### src/rtl/timer_pkg.sv
// Shared register map, CTRL bit positions and response-FSM encoding for the AHB timer.
package timer_pkg;

  localparam logic [2:0] TMR_CTRL   = 3'd0;
  localparam logic [2:0] TMR_COUNT  = 3'd1;
  localparam logic [2:0] TMR_CMP    = 3'd2;
  localparam logic [2:0] TMR_STATUS = 3'd3;
  localparam logic [2:0] TMR_PRESC  = 3'd4;

  localparam int CTRL_EN = 0;
  localparam int CTRL_IE = 1;
  localparam int CTRL_AR = 2;

  typedef enum logic [1:0] {
    RSP_OKAY = 2'd0,
    RSP_ERR1 = 2'd1,
    RSP_ERR2 = 2'd2
  } rsp_state_e;

endpackage

### src/rtl/ahb_timer_if.sv
// AHB-Lite slave-side bus bundle for the timer; clock and reset stay outside.
interface ahb_timer_if;
  logic        hsel_i;
  logic        hwrite_i;
  logic        hready_i;
  logic [2:0]  hsize_i;
  logic [2:0]  hburst_i;
  logic [1:0]  htrans_i;
  logic [31:0] hwdata_i;
  logic [31:0] haddr_i;
  logic        hreadyout_o;
  logic        hresp_o;
  logic [31:0] hrdata_o;

  modport slave (
    input  hsel_i, hwrite_i, hready_i, hsize_i, hburst_i, htrans_i, hwdata_i, haddr_i,
    output hreadyout_o, hresp_o, hrdata_o
  );

  modport master (
    output hsel_i, hwrite_i, hready_i, hsize_i, hburst_i, htrans_i, hwdata_i, haddr_i,
    input  hreadyout_o, hresp_o, hrdata_o
  );
endinterface

### src/rtl/timer_core.sv
// Prescaler, 32-bit up-counter and compare-match pending flag, driven by register write strobes.
module timer_core #(
  parameter int PRESC_W = 16
) (
  input  logic               clk,
  input  logic               rst,
  input  logic               i_en,
  input  logic               i_autoreload,
  input  logic [31:0]        i_cmp,
  input  logic [PRESC_W-1:0] i_presc,
  input  logic               i_presc_we,
  input  logic               i_count_we,
  input  logic               i_pend_clr,
  input  logic [31:0]        i_wdata,
  output logic [31:0]        o_count,
  output logic               o_pend
);

  logic [PRESC_W-1:0] r_pcnt;
  logic [31:0]        r_count;
  logic               r_pend;
  logic               w_tick;
  logic               w_match;

  assign w_tick  = i_en && (r_pcnt == i_presc);
  assign w_match = w_tick && (r_count == i_cmp);

  // A bus write to COUNT overrides the tick; a match set overrides a W1C clear.
  always_ff @(posedge clk) begin
    if (rst) begin
      r_pcnt  <= '0;
      r_count <= '0;
      r_pend  <= 1'b0;
    end else begin
      if (!i_en || w_tick || i_presc_we) r_pcnt <= '0;
      else                               r_pcnt <= r_pcnt + 1'b1;

      if (i_count_we)                    r_count <= i_wdata;
      else if (w_match && i_autoreload)  r_count <= '0;
      else if (w_tick)                   r_count <= r_count + 32'd1;

      if (w_match)         r_pend <= 1'b1;
      else if (i_pend_clr) r_pend <= 1'b0;
    end
  end

  assign o_count = r_count;
  assign o_pend  = r_pend;

endmodule

### src/rtl/ahb_timer.sv
// AHB-Lite timer slave: bus front-end, CTRL/CMP/PRESC registers, two-cycle ERROR response.
module ahb_timer
  import timer_pkg::*;
#(
  parameter int PRESC_W    = 16,
  parameter int ADDR_LSB_W = 5
) (
  input  logic        clk,
  input  logic        rst,
  ahb_timer_if.slave  bus,
  output logic        timer_irq_o
);

  logic                  w_accept;
  logic                  w_legal;
  logic [ADDR_LSB_W-3:0] w_idx;
  logic [31:0]           w_rd_val;
  logic [31:0]           w_count;
  logic                  w_pend;
  logic                  w_unused;

  rsp_state_e            r_state;
  logic                  r_dp_wr;
  logic [ADDR_LSB_W-3:0] r_idx;
  logic [31:0]           r_hrdata;
  logic [2:0]            r_ctrl;
  logic [31:0]           r_cmp;
  logic [PRESC_W-1:0]    r_presc;

  assign w_accept = bus.hsel_i && bus.hready_i && bus.htrans_i[1];
  assign w_legal  = (bus.hsize_i == 3'b010) && (bus.haddr_i[1:0] == 2'b00);
  assign w_idx    = bus.haddr_i[ADDR_LSB_W-1:2];
  assign w_unused = ^{bus.hburst_i, bus.htrans_i[0], bus.haddr_i[31:ADDR_LSB_W]};

  always_comb begin
    w_rd_val = '0;
    case (w_idx)
      TMR_CTRL:   w_rd_val = {29'd0, r_ctrl};
      TMR_COUNT:  w_rd_val = w_count;
      TMR_CMP:    w_rd_val = r_cmp;
      TMR_STATUS: w_rd_val = {31'd0, w_pend};
      TMR_PRESC:  w_rd_val = {{(32-PRESC_W){1'b0}}, r_presc};
      default:    w_rd_val = '0;
    endcase
  end

  // Address phase latches the transfer; legal writes commit at the end of the next cycle.
  always_ff @(posedge clk) begin
    if (rst) begin
      r_state  <= RSP_OKAY;
      r_dp_wr  <= 1'b0;
      r_idx    <= '0;
      r_hrdata <= '0;
      r_ctrl   <= '0;
      r_cmp    <= '0;
      r_presc  <= '0;
    end else begin
      r_dp_wr <= w_accept && w_legal && bus.hwrite_i;
      if (w_accept) r_idx <= w_idx;
      if (w_accept && w_legal && !bus.hwrite_i) r_hrdata <= w_rd_val;

      case (r_state)
        RSP_OKAY: if (w_accept && !w_legal) r_state <= RSP_ERR1;
        RSP_ERR1: r_state <= RSP_ERR2;
        RSP_ERR2: r_state <= (w_accept && !w_legal) ? RSP_ERR1 : RSP_OKAY;
        default:  r_state <= RSP_OKAY;
      endcase

      if (r_dp_wr) begin
        case (r_idx)
          TMR_CTRL:  r_ctrl  <= bus.hwdata_i[2:0];
          TMR_CMP:   r_cmp   <= bus.hwdata_i;
          TMR_PRESC: r_presc <= bus.hwdata_i[PRESC_W-1:0];
          default:   ;
        endcase
      end
    end
  end

  timer_core #(.PRESC_W(PRESC_W)) u_core (
    .clk          (clk),
    .rst          (rst),
    .i_en         (r_ctrl[CTRL_EN]),
    .i_autoreload (r_ctrl[CTRL_AR]),
    .i_cmp        (r_cmp),
    .i_presc      (r_presc),
    .i_presc_we   (r_dp_wr && (r_idx == TMR_PRESC)),
    .i_count_we   (r_dp_wr && (r_idx == TMR_COUNT)),
    .i_pend_clr   (r_dp_wr && (r_idx == TMR_STATUS) && bus.hwdata_i[0]),
    .i_wdata      (bus.hwdata_i),
    .o_count      (w_count),
    .o_pend       (w_pend)
  );

  assign bus.hreadyout_o = (r_state != RSP_ERR1);
  assign bus.hresp_o     = (r_state != RSP_OKAY);
  assign bus.hrdata_o    = r_hrdata;
  assign timer_irq_o     = w_pend & r_ctrl[CTRL_IE];

endmodule

### src/flat_wrapper.sv
// flat-port wrapper written by rule: the top's interface ports become plain ports
module ahb_timer_flat import timer_pkg::*;
#(
  parameter int PRESC_W    = 16,
  parameter int ADDR_LSB_W = 5
)
  (clk, rst, timer_irq_o, bus_hsel_i, bus_hwrite_i, bus_hready_i, bus_hsize_i, bus_hburst_i, bus_htrans_i, bus_hwdata_i, bus_haddr_i, bus_hreadyout_o, bus_hresp_o, bus_hrdata_o);
  ahb_timer_if bus_i ();
  input  logic clk;
  input  logic rst;
  output logic timer_irq_o;
  input wire logic [$bits(bus_i.hsel_i)-1:0] bus_hsel_i;
  input wire logic [$bits(bus_i.hwrite_i)-1:0] bus_hwrite_i;
  input wire logic [$bits(bus_i.hready_i)-1:0] bus_hready_i;
  input wire logic [$bits(bus_i.hsize_i)-1:0] bus_hsize_i;
  input wire logic [$bits(bus_i.hburst_i)-1:0] bus_hburst_i;
  input wire logic [$bits(bus_i.htrans_i)-1:0] bus_htrans_i;
  input wire logic [$bits(bus_i.hwdata_i)-1:0] bus_hwdata_i;
  input wire logic [$bits(bus_i.haddr_i)-1:0] bus_haddr_i;
  output wire logic [$bits(bus_i.hreadyout_o)-1:0] bus_hreadyout_o;
  output wire logic [$bits(bus_i.hresp_o)-1:0] bus_hresp_o;
  output wire logic [$bits(bus_i.hrdata_o)-1:0] bus_hrdata_o;
  assign bus_i.hsel_i = bus_hsel_i;
  assign bus_i.hwrite_i = bus_hwrite_i;
  assign bus_i.hready_i = bus_hready_i;
  assign bus_i.hsize_i = bus_hsize_i;
  assign bus_i.hburst_i = bus_hburst_i;
  assign bus_i.htrans_i = bus_htrans_i;
  assign bus_i.hwdata_i = bus_hwdata_i;
  assign bus_i.haddr_i = bus_haddr_i;
  assign bus_hreadyout_o = bus_i.hreadyout_o;
  assign bus_hresp_o = bus_i.hresp_o;
  assign bus_hrdata_o = bus_i.hrdata_o;
  ahb_timer #(.PRESC_W(PRESC_W), .ADDR_LSB_W(ADDR_LSB_W)) u_core (.clk(clk), .rst(rst), .bus(bus_i), .timer_irq_o(timer_irq_o));
endmodule
### config.mk
export PLATFORM = sky130hd
export DESIGN_NAME = ahb_timer_flat
export DESIGN_NICKNAME = d
export VERILOG_FILES = /design/src/rtl/timer_pkg.sv /design/src/rtl/ahb_timer_if.sv /design/src/rtl/timer_core.sv /design/src/rtl/ahb_timer.sv /design/src/flat_wrapper.sv
export SDC_FILE = /design/constraint.sdc
export NUM_CORES = 1
export LEC_CHECK = 0
export ABC_AREA = 1
export ABC_CLOCK_PERIOD_IN_PS = 4900
export CAP_MARGIN = 20
export CORE_UTILIZATION = 60
export CTS_CLUSTER_SIZE = 20
export DETAILED_ROUTE_END_ITERATION = 16
export GPL_TIMING_DRIVEN = 0
export PLACE_DENSITY_LB_ADDON = 0.3
export SKIP_LAST_GASP = 1
export SLEW_MARGIN = 25
export SYNTH_ARGS = -nofsm -noshare
export SYNTH_HDL_FRONTEND = slang
export SYNTH_SLANG_ARGS = --single-unit
### constraint.sdc
create_clock -name clk -period 4.9 [get_ports clk]
set_clock_uncertainty 0.1 [all_clocks]
set_input_delay 0.735 -clock clk [delete_from_list [all_inputs] [get_ports clk]]
set_output_delay 0.735 -clock clk [all_outputs]
set_load 0.05 [all_outputs]
* Word level (Yosys, flattened, before mapping) *
Index checks and enable logic that the tools add are counted.

operators by class
  reductions and logical operators = 30
  mux-type cells = 9
  bitwise gates (word level) = 1
  equal/unequal tests = 15
  $add $sub $neg = 2

operators with widths
  operator               count
  $pmux 32 s5            1
  $mux 32                3
  $add 32x1->32 const B  1
  $eq 32x32->1           1
  $add 16x1->16 const B  1
  $eq 16x16->1           1
  $eq 3x2->1 const B     5
  $logic_and 1x1->1      14
  $eq 3x1->1 const B     2
  $eq 3x3->1 const B     2
  $logic_not 3->1        2
  $pmux 2 s3             1
  $reduce_and 2->1       3
  $logic_not 2->1        2
  $ne 2x1->1 const B     2
  $reduce_bool 2->1      2
  $logic_not 1->1        3
  $mux 1                 3
  $reduce_bool 3->1      1
  $eq 2x1->1 const B     1
  $eq 2x2->1 const B     1
  $logic_or 1x1->1       2
  $mux 2                 1
  $reduce_or 2->1        1
  $and 1x1->1            1

storage, ports and cells
  input port bits = 77
  word-level logic and storage cells = 67
  register bits = 138
  output and inout port bits = 35

* Depth between registers and ports, before layout *
  depth in word-level cells = 6
  mapped depth = 12
  depth with buffers taken out = 11

* Modules after synthesis *
Synthesis repeated with hierarchy kept, for this count alone.

second synthesis, totals
  cell total of the unflattened synthesis = 1332
  area total of the unflattened synthesis = 8165.3 um^2

by module, submodules not included
  module      instances  area each (um^2)  cells an instance  sequential area each (um^2)
  timer_core  1          4410.5            804                980.9
  ahb_timer   1          3754.9            528                1781.7

* Least setup slack after synthesis *
OpenSTA, ideal clock, no wires.

  path type = in2reg
  start point = in rst
  end point = reg u_core.r_cmp[31]
  buffers on the path = 3
  cell stages on the path = 6
  data arrival time = 1.744 ns
  setup slack = 2.986 ns
  library setup time = 0.070 ns
  data required time = 4.730 ns
  cells stage by stage = clkbuf_1 > inv_1 > clkbuf_1 > clkbuf_1 > o21ai_0 > a21oi_1

RTL lines
  what                  RTL line            source
  start, declared       flat_wrapper.sv:10  input logic rst;
  end signal, assigned  ahb_timer.sv:72     TMR_CMP: r_cmp <= bus.hwdata_i;
  end, declared         ahb_timer.sv:27     logic [31:0] r_cmp;

* Final worst setup path *
  start point = in bus_haddr_i[2]
  end point = reg u_core.r_hrdata[13], in the netlist u_core.bus.hrdata_o[13]

between the ends
  word-level cells in the longest chain between the ends = 2
  elaborated cells between the ends (all ways) = 6
  classes of those cells = 4 x eq/ne; 1 x mux; 1 x reduce/logical

ends and longest elaborated chain
  what                                      RTL line            source
  start, declared                           flat_wrapper.sv:19  input wire logic [$bits(bus_i.haddr_i)-1:0] bus_haddr_i;
  $eq 3x3->1, or another cell as far along  ahb_timer.sv:37     case (w_idx)
  $pmux 32 s5 *                             ahb_timer.sv:37
  end signal, assigned                      ahb_timer.sv:60     if (w_accept && w_legal && !bus.hwrite_i) r_hrdata <= w_rd_val;
  end, declared                             ahb_timer.sv:25     logic [31:0] r_hrdata;

Every way passes the cells marked *; elsewhere a longest branch is shown, timed or not.
A chain may end at the register's enable or synchronous reset.

==> impl_results.html <==
<table>
<tr><th>Metric</th><th>Value</th></tr>
<tr><th colspan="2">Drt</th></tr>
<tr><td>Length of the first detailed-routing pass in iterations</td><td>7</td></tr>
<tr><td>Routed Antenna Nets</td><td>0</td></tr>
<tr><td>Number of remaining DRC errors</td><td>0</td></tr>
<tr><td>Routed len/inst</td><td>15.8 µm</td></tr>
<tr><td>First-iteration detailed-routing DRC count</td><td>981</td></tr>
<tr><td>Final wirelength</td><td>23600 µm</td></tr>
<tr><td>Via-to-Cell Ratio</td><td>5.65</td></tr>
<tr><td>Total via count in the routed design</td><td>~8400</td></tr>
<tr><th colspan="2">Synthesis</th></tr>
<tr><td>Library cell occupying the most area in the post-synthesis netlist</td><td>dfxtp_1</td></tr>
<tr><td>Post-Synthesis Net Count</td><td>1289</td></tr>
<tr><td>Unique masters post-synth</td><td>45</td></tr>
<tr><td>Total of flip-flops plus latches after synthesis</td><td>138</td></tr>
<tr><td>Dominant register cell in the synthesized netlist</td><td>dfxtp_1</td></tr>
<tr><td>Seq/Total Area, Yosys</td><td>0.350</td></tr>
<tr><td>Post-synthesis async set-or-reset flop share</td><td>0</td></tr>
<tr><td>Total standard cell area after synthesis</td><td>0.00788 mm²</td></tr>
<tr><td>Post-Syn Area per Cell</td><td>6.52 µm²</td></tr>
<tr><td>Number of enable flip-flop cells after synthesis</td><td>0</td></tr>
<tr><td>Total of warnings raised by yosys</td><td>0</td></tr>
<tr><td>Instance count of the mapped netlist</td><td>1210</td></tr>
<tr><td>Most area-consuming cells after synthesis</td><td>dfxtp_1 35%, nand2_1 15%, a21oi_1 7.9%</td></tr>
<tr><td>Area share of the leading cell type in the synthesized netlist</td><td>0.350</td></tr>
<tr><th colspan="2">Setup path</th></tr>
<tr><td>R2r setup slk</td><td>2.74 ns</td></tr>
<tr><td>WP data arrival</td><td>2.84 ns</td></tr>
<tr><td>Peak fanout along the critical path</td><td>10</td></tr>
<tr><td>Endpoint class of the critical path</td><td>flop</td></tr>
<tr><td>Required time at the endpoint of the critical path</td><td>5.09 ns</td></tr>
<tr><td>Beginning of the critical path</td><td>bus_haddr_i[2]</td></tr>
<tr><td>Startpoint of the most critical register-to-register path</td><td>u_core.u_core.o_count[0]</td></tr>
<tr><td>CP startpoint kind</td><td>input port</td></tr>
<tr><td>Critical path class</td><td>in -&gt; reg</td></tr>
<tr><td>Worst r2r path cells</td><td>9</td></tr>
<tr><td>Reg2Reg Capture Point</td><td>u_core.u_core.o_count[16]</td></tr>
<tr><td>Crit path to</td><td>u_core.bus.hrdata_o[13]</td></tr>
<tr><th colspan="2">CTS</th></tr>
<tr><td>Number of buffers inserted by post-CTS setup repair</td><td>0</td></tr>
<tr><td>Clock transition time at the flip-flop clock pins of the worst setup and hold paths</td><td>0.06 ns</td></tr>
<tr><td>Clock tree root buffer cell</td><td>clkbuf_16</td></tr>
<tr><td>Number of buffers created by CTS</td><td>17</td></tr>
<tr><td>Total number of clock tree sinks</td><td>138</td></tr>
<tr><td>Hold Buf Count CTS</td><td>0</td></tr>
<tr><td>TritonCTS clock tree</td><td>built</td></tr>
<tr><td>Number of instances resized during post-cts repair</td><td>0</td></tr>
<tr><td>Clk Latency, worst-skew pair</td><td>~0.43 ns</td></tr>
<tr><td>H-Tree Level Count</td><td>4</td></tr>
<tr><td>Deepest clock path buffer count</td><td>2</td></tr>
<tr><th colspan="2">Finish</th></tr>
<tr><td>Area added between synthesis and finish</td><td>21.3%</td></tr>
<tr><td>Sequential cell area in the final layout</td><td>0.00276 mm²</td></tr>
<tr><td>Final Non-Filler Cells</td><td>approximately 1500</td></tr>
<tr><td>Fraction of the core area covered by cells at the end of the flow</td><td>0.752</td></tr>
<tr><td>Fraction of layout instances using a drive strength above 1</td><td>0.110</td></tr>
<tr><td>Multi-input gate area</td><td>0.00430 mm²</td></tr>
<tr><td>Number of nets in the layout</td><td>approximately 1400</td></tr>
<tr><td>Filler cell count</td><td>around 1000</td></tr>
<tr><td># diodes</td><td>0</td></tr>
<tr><th colspan="2">Placed design</th></tr>
<tr><td>Number of instances in the placed design</td><td>between 1000 and 1500</td></tr>
<tr><td>Estimated wirelength of the detail-placed design</td><td>17200 µm</td></tr>
<tr><td>Input/output buffers</td><td>~80</td></tr>
<tr><td>Routability Congestion</td><td>0.973</td></tr>
<tr><th colspan="2">Pwr</th></tr>
<tr><td>Clock network fraction of design power</td><td>0.547</td></tr>
<tr><td>Power per unit of standard cell area</td><td>284 mW/mm²</td></tr>
<tr><td>Proportion of power drawn by flip-flops and latches</td><td>0.414</td></tr>
<tr><td>Psw</td><td>0.568 mW</td></tr>
<tr><td>Net switching fraction of the power</td><td>0.209</td></tr>
<tr><td>Comb pwr share</td><td>0.039</td></tr>
<tr><td>IR drop worst, VDD</td><td>about 0.19 mV</td></tr>
<tr><td>Int Pwr</td><td>2.15 mW</td></tr>
<tr><td>Leakage</td><td>3.70 nW</td></tr>
<tr><th colspan="2">Timing</th></tr>
<tr><td>Actual slew at the worst max-slew pin</td><td>0.836 ns</td></tr>
<tr><td>Worst slew margin</td><td>0.439</td></tr>
<tr><td>Final-report hold violation count</td><td>0</td></tr>
<tr><td>Setup repair after global routing missed its margin</td><td>false</td></tr>
<tr><td>Setup-violating endpoint count in the final report</td><td>0</td></tr>
<tr><td>Share of the cycle needed by the critical path after routing</td><td>0.542</td></tr>
<tr><td>Aggregate negative setup slack</td><td>0 ns</td></tr>
<tr><td>Count of pins over their slew limit</td><td>0</td></tr>
<tr><td>Maximum clock rate</td><td>377 MHz</td></tr>
<tr><td>Minimum period implied by the final worst setup slack</td><td>2.66 ns</td></tr>
<tr><th colspan="2">Global route</th></tr>
<tr><td>Global Route Usage Sum</td><td>0.359</td></tr>
<tr><td>Via count of the first global-routing pass</td><td>approximately 7600</td></tr>
<tr><td>Wire length of the first global-routing pass</td><td>37400 µm</td></tr>
<tr><td>Pin count of the biggest net entering global routing</td><td>17</td></tr>
<tr><td>Initial antenna violation count</td><td>0</td></tr>
<tr><td>Leftover overflow at the end of global routing</td><td>0</td></tr>
<tr><th colspan="2">Min path</th></tr>
<tr><td>HP Class</td><td>reg -&gt; reg</td></tr>
<tr><td>Worst hold path startpoint</td><td>u_core.r_state[0]</td></tr>
<tr><th colspan="2">Floorplan</th></tr>
<tr><td>I/O pin cnt</td><td>~110</td></tr>
<tr><td>Die ar.</td><td>0.0136 mm²</td></tr>
<tr><td>Vertical die dimension</td><td>117 µm</td></tr>
<tr><td># rows</td><td>41</td></tr>
<tr><td>Starting utilization of the core area</td><td>0.620</td></tr>
<tr><td>Area of the core</td><td>0.0127 mm²</td></tr>
<tr><td>Die width</td><td>117 µm</td></tr>
<tr><th colspan="2">Job</th></tr>
<tr><td>Max-capacitance violation count</td><td>0</td></tr>
<tr><th colspan="2">Run status</th></tr>
<tr><td>Status</td><td>completed</td></tr>
</table>
## per-layer routing
metal / track usage / share of wire
met1: 0.471 / 0.42
met2: 0.578 / 0.46
met3: 0.0789 / 0.096
met4: 0.139 / 0.024
met5: 0 / 0
## Yosys cell counts (4+ instances only)
cell type,count
a21oi_1,124
nor2_1,140
nor4_1,4
a21oi_2,6
o21ai_1,31
mux2i_1,5
nand3_1,20
nor3_1,18
nand4_1,12
nor3b_1,5
o221ai_1,5
inv_1,115
o22ai_1,24
dfxtp_1,138
buf_6,4
nand2_2,12
xor2_1,18
inv_2,31
nor3_2,8
clkbuf_1,31
nor2_2,18
nor2_4,15
nand2_1,323
o21ai_0,71
buf_2,7
## final cells by class
class | instances | share of cell area
clock buffer | 21 | 0.0481
buffer | 48 | 0.0272
sequential | 138 | 0.289
inverter | 147 | 0.0582
multi-input combinational | 877 | 0.450
timing repair buffer | 79 | 0.0827
tap | 172 | 0.0225
clock inverter | 11 | 0.0225
## cells by family (layout without fill, tap and decap cells)
logic type,count (synthesis),count (layout),synth area share
AO/OA/AOI/OAI,265,265,0.179
XOR/XNOR,20,20,0.0222
adder cells (fa/ha/maj),2,2,0.00317
buffers and inverters,195,306,0.104
flip-flops,138,138,0.350
multiplexers,5,5,0.00635
AND/OR/NAND/NOR,585,585,0.336
## power groups by stage
| stage | Sequential [mW] | Clock [mW] | Combinational [mW] |
|---|---|---|---|
| CTS | 1.13 | 1.49 | 0.103 |
| finish | 1.13 | 1.49 | 0.106 |
| detailed placement | 1.15 | 0 | 0.102 |
| floorplan | 1.15 | 0 | 0.0416 |
| global placement | 1.15 | 0 | 0.101 |
| global route | 1.13 | 1.54 | 0.112 |
## through the flow
step	power, mW	worst slack [ns]	cell area (µm²)	hold WS [ns]
5_1_grt	2.77	2.11	9570	0.378
4_1_cts	2.72	2.32	9570	0.364
3_3_place_gp	1.25	1.98	8890	0.341
6_report	2.72	2.24	9570	0.355
2_1_floorplan	1.19	2.99	7880	0.313
3_5_place_dp	1.25	1.94	8890	0.355
## state kept, by name, indices dropped and copies added, names as in the netlist
register / count
u_core.u_core.r_pcnt: 16
u_core.r_state: 2
u_core.u_core.o_count: 32
u_core.r_presc: 16
u_core.r_idx: 3
u_core.r_dp_wr: 1
u_core.bus.hrdata_o: 32
u_core.r_ctrl: 3
u_core.r_cmp: 32
u_core.u_core.o_pend: 1
## worst min path at each step
stage                                        end  slack [ns]  depth (start not counted)
after floorplan                u_core.r_state[0]        0.31                          1
after global placement         u_core.r_state[0]        0.34                          1
after detailed placement  u_core.bus.hrdata_o[0]        0.35                          2
after CTS                 u_core.bus.hrdata_o[0]        0.36                          2
after global routing           u_core.r_state[0]        0.38                          1
final                          u_core.r_state[0]        0.36                          1
## worst max-delay path: stages
cell             delay (ns)
clkdlybuf4s50_1        0.58
inv_1                  0.06
nand3_1                0.42
clkbuf_1               0.62
nor2_1                 0.07
o21ai_0                0.26
a21oi_1                0.09
## layout by cell type, fill, tap and decap left out, types with 8 or more instances in the layout
master	netlist	layout
dfxtp_1	138	138
clkdlybuf4s50_1	0	79
inv_2	31	31
xor2_1	18	18
nor2_1	140	140
a21oi_1	124	124
clkbuf_16	0	17
nor3_1	18	18
clkbuf_1	31	33
o22ai_1	24	24
nand4_1	12	12
nor2_4	15	15
nor2_2	18	18
inv_1	115	115
nand3_1	20	20
nand2_1	323	323
nor3_2	8	8
nand2_2	12	12
o21ai_0	71	71
o21ai_1	31	31
No activity file was read; power rests on OpenSTA's default activity.
